[config.mk]
export PLATFORM = sky130hd
export DESIGN_NAME = uart_word_transmit
export DESIGN_NICKNAME = d
export VERILOG_FILES = /design/src/rtl/uart_word_transmit.sv
export SDC_FILE = /design/constraint.sdc
export NUM_CORES = 1
export LEC_CHECK = 0
export ABC_AREA = 1
export BUFFER_PORTS_ARGS = -buffer_cell sky130_fd_sc_hd__buf_4
export CAP_MARGIN = 40
export CELL_PAD_IN_SITES_DETAIL_PLACEMENT = 0
export CELL_PAD_IN_SITES_GLOBAL_PLACEMENT = 1
export CORE_MARGIN = 8
export CORE_UTILIZATION = 35
export CTS_BUF_LIST = sky130_fd_sc_hd__clkbuf_8
export DETAILED_ROUTE_END_ITERATION = 6
export PLACE_DENSITY = 0.72
export SETUP_SLACK_MARGIN = 0.2
export SYNTH_ARGS = -nofsm -noshare
export SYNTH_HDL_FRONTEND = slang
export SYNTH_SLANG_ARGS = --single-unit
[constraint.sdc]
create_clock -name clk_in -period 2.8 [get_ports clk_in]
set_input_delay 0.84 -clock clk_in [delete_from_list [all_inputs] [get_ports clk_in]]
set_output_delay 0.84 -clock clk_in [all_outputs]
set_load 0.1 [all_outputs]
[src/rtl/uart_word_transmit.sv]
// 8N1 UART transmitter for a WORD_WIDTH word, least-significant byte first, with no idle gap between bytes.
// Line goes low the cycle after accept; ready reopens in the last stop-bit cycle, so words can run back-to-back.
module uart_word_transmit #(
    parameter int INPUT_CLOCK_FREQ = 100_000_000,
    parameter int BAUD_RATE        = 9600,
    parameter int WORD_WIDTH       = 32
) (
    input  logic                  clk_in,
    input  logic                  rst_in,
    input  logic [WORD_WIDTH-1:0] word_in,
    input  logic                  word_valid_in,
    output logic                  word_ready_out,
    output logic                  busy_out,
    output logic                  byte_done_out,
    output logic                  word_done_out,
    output logic                  tx_wire_out
);

    localparam int CPB    = INPUT_CLOCK_FREQ / BAUD_RATE;
    localparam int BYTES  = WORD_WIDTH / 8;
    localparam int BAUD_W = (CPB > 1) ? $clog2(CPB) : 1;
    localparam int BYTE_W = (BYTES > 1) ? $clog2(BYTES) : 1;

    localparam logic [BAUD_W-1:0] BAUD_LAST   = BAUD_W'(CPB - 1);
    localparam logic [BAUD_W-1:0] BAUD_PENULT = BAUD_W'(CPB - 2);
    localparam logic [BYTE_W-1:0] BYTE_LAST   = BYTE_W'(BYTES - 1);

    typedef enum logic [1:0] {
        S_IDLE,
        S_START,
        S_DATA,
        S_STOP
    } state_t;

    state_t                r_state;
    logic [BAUD_W-1:0]     r_baud_cnt;
    logic [2:0]            r_bit_idx;
    logic [BYTE_W-1:0]     r_byte_idx;
    logic [WORD_WIDTH-1:0] r_shift;
    logic                  r_tx;
    logic                  r_busy;
    logic                  r_ready;
    logic                  r_byte_done;
    logic                  r_word_done;

    logic w_accept;
    logic w_baud_end;
    logic w_stop_penult;
    logic w_last_byte;

    assign w_accept      = word_valid_in & r_ready;
    assign w_baud_end    = (r_baud_cnt == BAUD_LAST);
    assign w_stop_penult = (r_state == S_STOP) && (r_baud_cnt == BAUD_PENULT);
    assign w_last_byte   = (r_byte_idx == BYTE_LAST);

    always_ff @(posedge clk_in or posedge rst_in) begin
        if (rst_in) begin
            r_state     <= S_IDLE;
            r_baud_cnt  <= '0;
            r_bit_idx   <= '0;
            r_byte_idx  <= '0;
            r_shift     <= '0;
            r_tx        <= 1'b1;
            r_busy      <= 1'b0;
            r_ready     <= 1'b1;
            r_byte_done <= 1'b0;
            r_word_done <= 1'b0;
        end else begin
            r_byte_done <= 1'b0;
            r_word_done <= 1'b0;
            case (r_state)
                S_IDLE: begin
                    r_baud_cnt <= '0;
                    r_bit_idx  <= '0;
                    if (w_accept) begin
                        r_shift    <= word_in;
                        r_byte_idx <= '0;
                        r_tx       <= 1'b0;
                        r_busy     <= 1'b1;
                        r_ready    <= 1'b0;
                        r_state    <= S_START;
                    end
                end
                S_START: begin
                    if (w_baud_end) begin
                        r_baud_cnt <= '0;
                        r_bit_idx  <= '0;
                        r_tx       <= r_shift[0];
                        r_state    <= S_DATA;
                    end else begin
                        r_baud_cnt <= r_baud_cnt + 1'b1;
                    end
                end
                S_DATA: begin
                    if (w_baud_end) begin
                        // Shifting once per bit leaves the next byte in the low lane after bit 7.
                        r_baud_cnt <= '0;
                        r_shift    <= r_shift >> 1;
                        if (r_bit_idx == 3'd7) begin
                            r_tx    <= 1'b1;
                            r_state <= S_STOP;
                        end else begin
                            r_bit_idx <= r_bit_idx + 1'b1;
                            r_tx      <= r_shift[1];
                        end
                    end else begin
                        r_baud_cnt <= r_baud_cnt + 1'b1;
                    end
                end
                S_STOP: begin
                    // Strobes are set one cycle early so they coincide with the final stop cycle.
                    if (w_stop_penult) begin
                        r_byte_done <= 1'b1;
                        r_word_done <= w_last_byte;
                        r_ready     <= w_last_byte;
                    end
                    if (w_baud_end) begin
                        r_baud_cnt <= '0;
                        if (!w_last_byte) begin
                            r_byte_idx <= r_byte_idx + 1'b1;
                            r_tx       <= 1'b0;
                            r_state    <= S_START;
                        end else if (w_accept) begin
                            r_shift    <= word_in;
                            r_byte_idx <= '0;
                            r_tx       <= 1'b0;
                            r_ready    <= 1'b0;
                            r_state    <= S_START;
                        end else begin
                            r_busy  <= 1'b0;
                            r_state <= S_IDLE;
                        end
                    end else begin
                        r_baud_cnt <= r_baud_cnt + 1'b1;
                    end
                end
                default: begin
                    r_state <= S_IDLE;
                end
            endcase
        end
    end

    assign word_ready_out = r_ready;
    assign busy_out       = r_busy;
    assign byte_done_out  = r_byte_done;
    assign word_done_out  = r_word_done;
    assign tx_wire_out    = r_tx;

endmodule

=== After elaboration in Yosys (flattened, before gate mapping) ===
Index checks and enable logic that the tools add are counted.
Widths: inputs -> output; s select.

* Reduce and logical (&&, ||, !) cells: 13
* Add/sub/neg operators: 3
* Equality and inequality tests: 15
* Bitwise gates (word level): 1
* Muxes and demuxes: 45

{| class="wikitable"
|+ Operators with widths
! cell !! count
|-
| $mux 32 || 4
|-
| $pmux 32 s3 || 1
|-
| $eq 14x14->1 const B || 2
|-
| $pmux 14 s2 || 1
|-
| $mux 1 || 21
|-
| $mux 2 || 8
|-
| $ne 2x2->1 const B || 8
|-
| $add 14x1->14 const B || 1
|-
| $mux 14 || 1
|-
| $reduce_and 5->1 || 2
|-
| $mux 3 || 3
|-
| $pmux 3 s3 || 1
|-
| $pmux 2 s4 || 1
|-
| $reduce_and 4->1 || 2
|-
| $eq 2x2->1 const B || 3
|-
| $reduce_bool 3->1 || 2
|-
| $pmux 1 s2 || 2
|-
| $pmux 1 s4 || 1
|-
| $pmux 2 s2 || 1
|-
| $reduce_and 2->1 || 2
|-
| $add 3x1->3 const B || 1
|-
| $eq 3x3->1 const B || 1
|-
| $reduce_and 3->1 || 1
|-
| $reduce_or 3->1 || 1
|-
| 6 further kinds || 6
|}

* Register bits: 58
* Output and inout port bits: 5

=== Depth between registers and ports, before layout ===
Gate-level depths: netlist of run 1.

* Depth in word-level cells: 7
* Depth in mapped cells: 10
* Depth with buffers taken out: 10

=== Worst setup path after synthesis of run 1 ===
Ideal clock, no wire load.

* Path kind: flip-flop to flip-flop
* Start: register r_ready (netlist: word_ready_out)
* End: register r_shift[1]
* Path buffers: 1
* Cell stages (with the launch flop): 7
* Period minus slack after synthesis: 1.924 ns
* Setup slack: 0.876 ns
* Data required time: 2.683 ns
* Arrival time: 1.807 ns
* Library setup time: 0.117 ns
* Cell sequence: dfstp_2 > nand2_1 > a211oi_4 > nand3_4 > buf_6 > nand2_1 > nand2_1

* Longest elaborated chain between the ends: 5

{| class="wikitable"
|+ Ends and longest elaborated chain
! what !! line !! RTL
|-
| from (decl) || 42 || <nowiki>logic r_ready;</nowiki>
|-
| from (signal assigned) || 115 || <nowiki>r_ready <= w_last_byte;</nowiki>
|-
| $and 1x1->1 * || 51 || <nowiki>assign w_accept = word_valid_in & r_ready;</nowiki>
|-
| $mux 32 * || n/a ||
|-
| $mux 32 (2 in series) || n/a ||
|-
| $pmux 32 s3 * || n/a ||
|-
| to (signal assigned) || 76 || <nowiki>r_shift <= word_in;</nowiki>
|-
| to (signal assigned) || 98 || <nowiki>r_shift <= r_shift >> 1;</nowiki>
|-
| to (signal assigned) || 124 || <nowiki>r_shift <= word_in;</nowiki>
|-
| to (decl) || 39 || <nowiki>logic [WORD_WIDTH-1:0] r_shift;</nowiki>
|}

Every way passes the cells marked *; elsewhere a longest branch is shown, timed or not. The select of a mux whose other input is x is not followed.
A chain may end at the register's enable or synchronous reset.

=== Worst setup path in the final report of run 1 ===
* Start: register r_state[0]
* End: register r_state[0]

* Longest elaborated chain between the ends: 3

{| class="wikitable"
|+ Ends and longest elaborated chain
! what !! line !! RTL
|-
| from (decl) || 35 || <nowiki>state_t r_state;</nowiki>
|-
| from (signal assigned) || 58 || <nowiki>r_state <= S_IDLE;</nowiki>
|-
| from (signal assigned) || 81 || <nowiki>r_state <= S_START;</nowiki>
|-
| from (signal assigned) || 89 || <nowiki>r_state <= S_DATA;</nowiki>
|-
| $eq 2x2->1 (tied with other cells) || 71 || <nowiki>case (r_state)</nowiki>
|-
| $ne 2x2->1 (no source line) || n/a ||
|-
| $reduce_and 5->1 (no source line) || n/a ||
|}

Parallel ways exist; a longest one is shown, timed or not.

==> impl_metrics.tcl, run 1 <==
set metrics [dict create \
    setup_viol 0 \
    holdBufCountCts 0 \
    syn_nets 490 \
    slew_violations 0 \
    mostFrequentLayoutCells "207 x nand2_1, 56 x dfrtp_1, 43 x buf_4" \
    reg2reg_depth 9 \
    cts_setup_buffers 0 \
    num_rows 35 \
    io_buffers 39 \
    p_leak_nw 2.06 \
    drtAntennaViolNets 0 \
    avgViaCountPerCell 4.83 \
    wirelength_mm 7.97 \
    period_minus_slack_ps 2260 \
    wire_per_inst_um 13.4 \
    crit_type "flop to flop" \
    die_y_um 113 \
    crit_path_max_fanout 19 \
    via_count 2874 \
    gp_congestion 0.801 \
    start_util_pct 35.8 \
    gr-total-overflow 0 \
    rsz0062_at_grt "no" \
    fin_tns_setup_ps 0 \
    max-cap-violations 0 \
    hold_path_depth 2 \
    final_common_cell "nand2_1" \
    yosys_warnings 0 \
    power_density_nw_per_um2 434 \
    syn_area_per_cell_sq_um 7.36 \
    seq_area_sq_um 1450 \
    finClkSkew_ps 10.2 \
    die_w_um 113 \
    worst_pin_slew_ps 531 \
    diodes 0 \
    drc 0 \
    grt_max_degree 37 \
    grt_usage_pct 13.6 \
    min_path_type "flop to flop" \
    max_stage_delay_ps 420 \
    final_core_util_pct 41.8 \
    layout.nets 525 \
    ys_seq_elements 58 \
    r2r_start "r_state[0]" \
    coreArea_sq_um 9150 \
    crit_path_start_kind "flop" \
    first_global_vias 2994 \
    synth.distinct_cells 30 \
    cp_common_cell "nand2_1" \
    r2r-end "r_state[0]" \
    syn_inst 445 \
    min_from "r_shift[29]" \
    area_growth_pct 16.9 \
    cp-end-kind "flop" \
    antenna_found_initial 0 \
    cts_buffers 9 \
    hold_end "r_shift[29]" \
    hold_violations 0 \
    cts_sinks 58 \
    crit_path_top_delay_cell "o21ai_0" \
    nFillCells 933 \
    netlist_area_sq_um 3270 \
    ys_seq_area_share_pct 44.4 \
    path_cells "inv_1 -> ha_1 -> inv_2 -> buf_4 -> nand2_1 -> o21ai_0 -> nand2_1 -> nand2_1 -> nand2_1" \
    dpl.hpwl_mm 5.28 \
    ioPinCount 40 \
    clk_pin_slew_ps 70 \
    drive_gt1_share_pct 14.3 \
    grt_pass1_wl_mm 14.1 \
    clk_latency_ps 340 \
    cts_max_path_buffers 2 \
    tritoncts "yes" \
    vdd_ir_drop_max_v 0.000157 \
    relSlewSlack_pct 64.6 \
    r2r_slack_ps 540 \
    drt_pass1_iterations 4 \
    status "finished, final reports clean" \
    multi_input_area_sq_um 1590 \
    crit_required_ps 3030 \
    fin_crit_sh_pct 80.9 \
    h-tree-depth 3 \
    die_area_sq_um 12700 \
    ctsResizeCount 0 \
    drt_iter0_drc 143 \
    max_freq_mhz 442 \
    cts-root-buf "clkbuf_8" \
    total_power_mw 1.66 \
    cp.arrival_ps 2500 \
]
[kinds of logic (layout without fill, tap and decap cells)]
logic type | count (synthesis) | in the layout | synth area share, %
buf+inv | 52 | 91 | 7.15
simple gates | 300 | 300 | 39.6
fa+ha+maj | 10 | 10 | 3.82
compound gates | 21 | 21 | 3.94
flops | 58 | 58 | 44.4
xor+xnor | 4 | 4 | 1.07
[worst max-delay path: cells and delay by family (launching register included)]
kind	cells	cell delay [ps]
buffers and inverters	3	690
AOI/OAI and AO/OA	1	420
DFF	1	410
and+or+nand+nor	4	390
adders and majority gates	1	240
[per-layer routing]
layer | up-vias | track usage, % | share of wire (%)
li1 | 1483 | - | -
met1 | 1336 | 17.6 | 51
met2 | 44 | 20.8 | 44
met3 | 11 | 3.30 | 3.3
met4 | 0 | 6.21 | 1.9
met5 | - | 0 | 0
[metrics by stage]
stage | setup WS, ps | hold WS [ps] | cells | instance area (sq um)
after global placement | 461 | 454 | 580 | 3640
after global routing | 231 | 499 | 595 | 3830
after floorplan | 535 | 442 | 445 | 3270
after CTS | 525 | 474 | 595 | 3830
final | 535 | 469 | 595 | 3830
after detailed placement | 435 | 459 | 580 | 3640
[synthesized netlist by cell type]
cell | count | area, sq um
or2_2 | 1 | 6.26
dfrtp_1 | 56 | 1400
buf_4 | 1 | 7.51
nor3b_1 | 4 | 30.0
inv_1 | 31 | 116
nor3_1 | 5 | 25.0
nand3_2 | 1 | 10.0
clkbuf_1 | 3 | 11.3
nor2_2 | 1 | 6.26
o21ai_0 | 11 | 55.1
nand2_4 | 3 | 33.8
buf_2 | 10 | 50.1
buf_6 | 3 | 33.8
xnor2_1 | 2 | 17.5
nand3_1 | 10 | 50.1
nor2_1 | 31 | 116
nand4_1 | 36 | 225
inv_2 | 1 | 3.75
buf_1 | 3 | 11.3
nand3_4 | 1 | 17.5
a21oi_1 | 5 | 25.0
o211ai_1 | 1 | 7.51
a211oi_4 | 1 | 20.0
nand2_1 | 207 | 777
o22ai_1 | 1 | 6.26
o31ai_1 | 1 | 7.51
o21a_1 | 1 | 7.51
xor2_1 | 2 | 17.5
dfstp_2 | 2 | 52.6
ha_1 | 10 | 125
[worst max path at each step]
stage                              from          end  depth (start not counted)
final                        r_state[0]   r_state[0]                          9
after global routing         r_state[0]   r_state[0]                          9
after CTS                    r_state[0]  r_shift[16]                          7
after detailed placement  word_valid_in   r_shift[9]                          6
after global placement    word_valid_in   r_shift[1]                          6
after floorplan                  rst_in     busy_out                          1
[cell type report]
class,count,share of cell area (%)
multi-input cells,335,41.5
flip-flops and latches,58,38.0
repair buffers,44,8.96
well taps,111,3.63
clock buffers,10,3.60
inverters,32,3.14
clock inverters,5,1.24
[report_power, final]
group	internal (mW)	switching, mW
registers	0.838	0
logic	0.0413	0.0364
clock network	0.421	0.324
total	1.30	0.360
[sequential cells by signal, indices dropped and copies added, names as in the netlist]
signal	cells
r_byte_idx	2
word_ready_out	1
word_done_out	1
r_shift	32
r_baud_cnt	14
r_state	2
tx_wire_out	1
r_bit_idx	3
byte_done_out	1
busy_out	1
(Power assumes the default switching activity.)
==> inputs of run 2 (changes only) <==
PLACE_DENSITY = 0.74   (was 0.72)
clock period = 1.85 ns   (was 2.8 ns; I/O delays follow)
==> run 2 against run 1 <==
Sequential power is 52% higher. Combinational power grew 53%. Largest power group is now the clock network. Non-clock buffer count increased by 24. Highest routed layer unchanged. Register-to-register slack worse by 390 ps. Count of clock-buffer cells in the layout decreased by 1. Clock power up 76%.
==> impl_metrics.tcl, run 2 (same netlist as run 1, synthesis figures left out) <==
set metrics [dict create \
    holdWs_ps 291 \
    tritoncts "yes" \
    gr-total-overflow 0 \
    dpl.hpwl_mm 5.18 \
    grt_max_degree 59 \
    cts_max_path_buffers 2 \
    die_area_sq_um 12700 \
    max_freq_mhz 582 \
    mostFrequentLayoutCells "191 x nand2_1, 55 x dfrtp_1, 53 x buf_4" \
    gp_congestion 0.735 \
    fin_crit_sh_pct 92.8 \
    via_count 2991 \
    avgViaCountPerCell 4.82 \
    crit_buf_inv 1 \
    min_path_type "input pin to asynchronous set/reset pin" \
    drtAntennaViolNets 0 \
    slew_violations 0 \
    coreArea_sq_um 9150 \
    top_regs "r_shift: 32 flops, r_baud_cnt: 14 flops, r_bit_idx: 3 flops" \
    crit_path_max_fanout 2 \
    area_growth_pct 32.8 \
    max-cap-violations 0 \
    cts_buffers 9 \
    cts_sinks 58 \
    drive_gt1_share_pct 23.6 \
    top_register "r_shift" \
    crit_path_start_kind "flop" \
    die_w_um 113 \
    cts-root-buf "clkbuf_8" \
    wire_per_inst_um 13.7 \
    h-tree-depth 3 \
    crit_path_top_delay_cell "dfstp_4" \
    crit_type "flop to output pin" \
    crit_required_ps 1290 \
    fin_tns_setup_ps 0 \
    status "finished, final reports clean" \
    clk_latency_ps 350 \
    clk_pin_slew_ps 70 \
    drc 0 \
    r2r_start "word_ready_out" \
    relSlewSlack_pct 70.6 \
    max_stage_delay_ps 640 \
    num_rows 35 \
    first_global_vias 2884 \
    die_y_um 113 \
    vdd_ir_drop_max_v 0.000318 \
    drt_iter0_drc 166 \
    path_cells "buf_12" \
    period_minus_slack_ps 1720 \
    antenna_found_initial 0 \
    diodes 0 \
    grt_pass1_wl_mm 13.4 \
    setup_viol 0 \
    startpoint "word_ready_out" \
    p_leak_nw 2.24 \
    ioPinCount 40 \
    start_util_pct 35.8 \
    hold_violations 0 \
    wirelength_mm 8.51 \
    cp-end-kind "output pin" \
    finClkSkew_ps 8.74 \
    layout.nets 549 \
    r2r_slack_ps 150 \
    cp.arrival_ps 1160 \
    grt_usage_pct 12.9 \
    crit_family "flip-flops" \
    final_common_cell "nand2_1" \
    worst_pin_slew_ps 438 \
    io_buffers 39 \
    power_density_nw_per_um2 619 \
    drt_pass1_iterations 4 \
    rsz0062_at_grt "yes" \
    largest_reg_flops 32 \
]
## run 2: changes by cell type in the layout (fill, tap and decap cells not counted), sizes merged
cell      previous run  this run
clkbuf              10        13
bufinv               1         2
buf                 44        64
clkinvlp             0         3
inv                 34        31
clkinv               2         3
## run 2: area by class of cell
type,instances,area (sq um)
Clock buffer,9,124
Clock inverter,7,93.8
Fill cell,911,4800
Inverter,32,126
Multi-Input combinational cell,335,1700
Sequential cell,58,1460
Tap cell,111,139
Timing Repair Buffer,68,704
## run 2: final timing paths
path,cells after the start,end
setup / recovery,1,word_ready_out
hold / removal,3,r_shift[21]
setup reg to reg,7,r_shift[7]
hold reg to reg,2,r_shift[15]
max in group asynchronous,3,tx_wire_out
min in group clk_in,2,r_shift[15]
## run 2: power breakdown
part | total [mW] | switching, mW | internal, mW
clock | 1.31 | 0.552 | 0.755
combinational | 0.119 | 0.0557 | 0.0633
sequential | 1.27 | 0 | 1.27
total | 2.69 | 0.608 | 2.09
## run 2: worst reg2reg max path, cell delays in order (launching register included)
cell       delay, ps
dfstp_4          640
buf_12           110
nand2_8           60
a211oi_4         280
buf_6            190
clkbuf_16        160
nand4_1          110
nand2_1           80
## run 2: what timing repair did
item | CTS | global route
cloned | 0 | 5
setup endpoints to repair | 38 | 42
pin swaps | 1 | 15
hold buffers | 0 | 0
gates resized for setup | 12 | 31
buffers inserted | 1 | 11
## run 2: through the flow
step	total power [mW]	utilization (%)	setup WS, ps	instances	area [sq um]
2_1_floorplan	1.34	-	127	445	3290
3_3_place_gp	1.41	41.2	170	587	3770
3_5_place_dp	1.41	41.2	122	587	3770
4_1_cts	2.74	44.3	112	604	4060
5_1_grt	2.80	47.5	95.0	620	4350
6_report	2.69	47.5	133	620	4350
## run 2: routing by layer
| metal | GRT usage [%] | wire, um | share of wire [%] |
|---|---|---|---|
| met2 | 20.3 | 3900 | 46 |
| met1 | 16.4 | 4220 | 50 |
| met3 | 3.89 | 320 | 3.8 |
| met5 | 0 | 0 | 0 |
| met4 | 4.59 | 78 | 0.92 |
==> inputs of run 3 (changes only) <==
CORE_UTILIZATION = 40   (was 35)
PLACE_DENSITY = 0.83   (was 0.74)
==> run 3 against run 2 <==
Utilization up 7.3 points. Clock skew up 2.1 ps. Hold slack worse by 160 ps. Clock power down 8%. Setup slack worse by 4.2 ps. Combinational power about the same. Non-clock buffer count up 10. Wire length down 4.5%. Count of clock-buffer cells in the layout up 3. Flip-flop and latch count unchanged. Sequential power about the same. Power down 3.9%.
==> impl_metrics.tcl, run 3 (same netlist as run 1, synthesis figures left out) <==
set metrics [dict create \
    die_area_sq_um 11300 \
    h-tree-depth 3 \
    max_stage_delay_ps 660 \
    grt_usage_pct 14.5 \
    crit_path_max_fanout 3 \
    die_y_um 106 \
    r2r_slack_ps 170 \
    wire_per_inst_um 13.0 \
    ioPinCount 40 \
    power_density_nw_per_um2 583 \
    cts-root-buf "clkbuf_8" \
    io_buffers 39 \
    r2r_start "word_ready_out" \
    layout.nets 559 \
    cts_max_path_buffers 2 \
    clk_latency_ps 330 \
    nFillCells 786 \
    start_util_pct 40.5 \
    crit_buf_inv 1 \
    cts_sinks 58 \
    antenna_found_initial 0 \
    num_rows 33 \
    crit_path_top_delay_cell "dfstp_4" \
    crit_family "flip-flops" \
    reg2reg_depth 6 \
    slew_violations 0 \
    grt_max_degree 40 \
    tritoncts "yes" \
    gr-total-overflow 0 \
    die_w_um 106 \
    p_leak_nw 2.28 \
    crit_path_start_kind "flop" \
    drt_pass1_iterations 4 \
    vdd_ir_drop_max_v 0.000307 \
    grt_pass1_wl_mm 13.7 \
    avgViaCountPerCell 4.82 \
    min_path_type "input pin to asynchronous set/reset pin" \
    setup_viol 0 \
    first_global_vias 2908 \
    cp-end-kind "output pin" \
    mostFrequentLayoutCells "170 x nand2_1, 62 x buf_4, 53 x dfrtp_1" \
    crit_required_ps 1290 \
    relSlewSlack_pct 69.2 \
    hold_violations 0 \
    period_minus_slack_ps 1720 \
    drc 0 \
    rsz0062_at_grt "yes" \
    seq_area_sq_um 1460 \
    total_power_mw 2.59 \
    via_count 3005 \
    top_regs "r_shift: 32 flops, r_baud_cnt: 14 flops, r_bit_idx: 3 flops" \
    drt_iter0_drc 143 \
    cp.depth 1 \
    top_register "r_shift" \
    diodes 0 \
    multi_input_area_sq_um 1780 \
    worst_slack_ps 128 \
    dpl.hpwl_mm 5.15 \
    fin_tns_setup_ps 0 \
    largest_reg_flops 32 \
    drive_gt1_share_pct 29.5 \
    cts_buffers 9 \
    final_common_cell "nand2_1" \
    dp_slack_ps 70.2 \
    path_cells "buf_12" \
    coreArea_sq_um 8090 \
    gp_congestion 0.778 \
    cp.arrival_ps 1170 \
    worst_pin_slew_ps 458 \
    fin_crit_sh_pct 93.1 \
    drtAntennaViolNets 0 \
    max-cap-violations 0 \
    crit_type "flop to output pin" \
    r2r-end "r_shift[7]" \
    status "finished, final reports clean" \
    finClkSkew_ps 10.8 \
    max_freq_mhz 581 \
    clk_pin_slew_ps 70 \
    area_growth_pct 35.5 \
    wirelength_mm 8.13 \
    final_core_util_pct 54.8 \
]
[run 3: cell count changes in the layout (fill, tap and decap cells not counted), moves of 3 or more]
cell      before  now
nand2_2        9   28
buf_6          1    8
buf_4         53   62
buf_12         9    5
clkbuf_8       9   12
nand2_1      191  170
[run 3: worst max path at each step]
stage                         from        endpoint  slack (ps)
floorplan           word_ready_out      r_shift[1]         130
global placement        r_state[0]     r_shift[10]         110
detailed placement      r_state[0]      r_shift[3]          70
CTS                 word_ready_out  word_ready_out         130
global route            r_state[0]      r_shift[7]          70
finish              word_ready_out  word_ready_out         130
[run 3: through the flow]
stage	instances	cell area [sq um]	hold slack, ps
3_5_place_dp	586	3750	458
3_3_place_gp	586	3750	454
6_report	623	4440	128
2_1_floorplan	445	3290	442
5_1_grt	623	4440	124
4_1_cts	609	4070	116
[run 3: power by group]
part	leakage, nW	internal [mW]	switching [mW]	total [mW]
clock network	0.110	0.718	0.481	1.20
registers	0.794	1.27	0	1.27
logic	1.37	0.0643	0.0550	0.119
total	2.28	2.05	0.536	2.59
[run 3: layer usage]
| metal | track usage, % | up-vias | part of all wire, % |
|---|---|---|---|
| met1 | 19.7 | 1377 | 48 |
| met4 | 4.52 | 0 | 0.78 |
| met2 | 22.7 | 62 | 46 |
| met5 | 0 | - | 0 |
| li1 | - | 1561 | - |
| met3 | 3.02 | 5 | 4.7 |
[run 3: cell type report]
cell class | count | area share, %
multi-input combinational | 335 | 40.2
sequential | 58 | 32.9
timing repair buffer | 78 | 16.5
clock buffer | 12 | 3.72
tap | 105 | 2.96
inverter | 32 | 2.79
clock inverter | 3 | 0.874
[run 3: what timing repair did]
item	4_1_cts	5_1_grt
hold buffers	0	0
cloned	0	4
gates resized for setup	16	62
pin swaps	2	8
setup endpoints to repair	39	41
buffers inserted	8	10
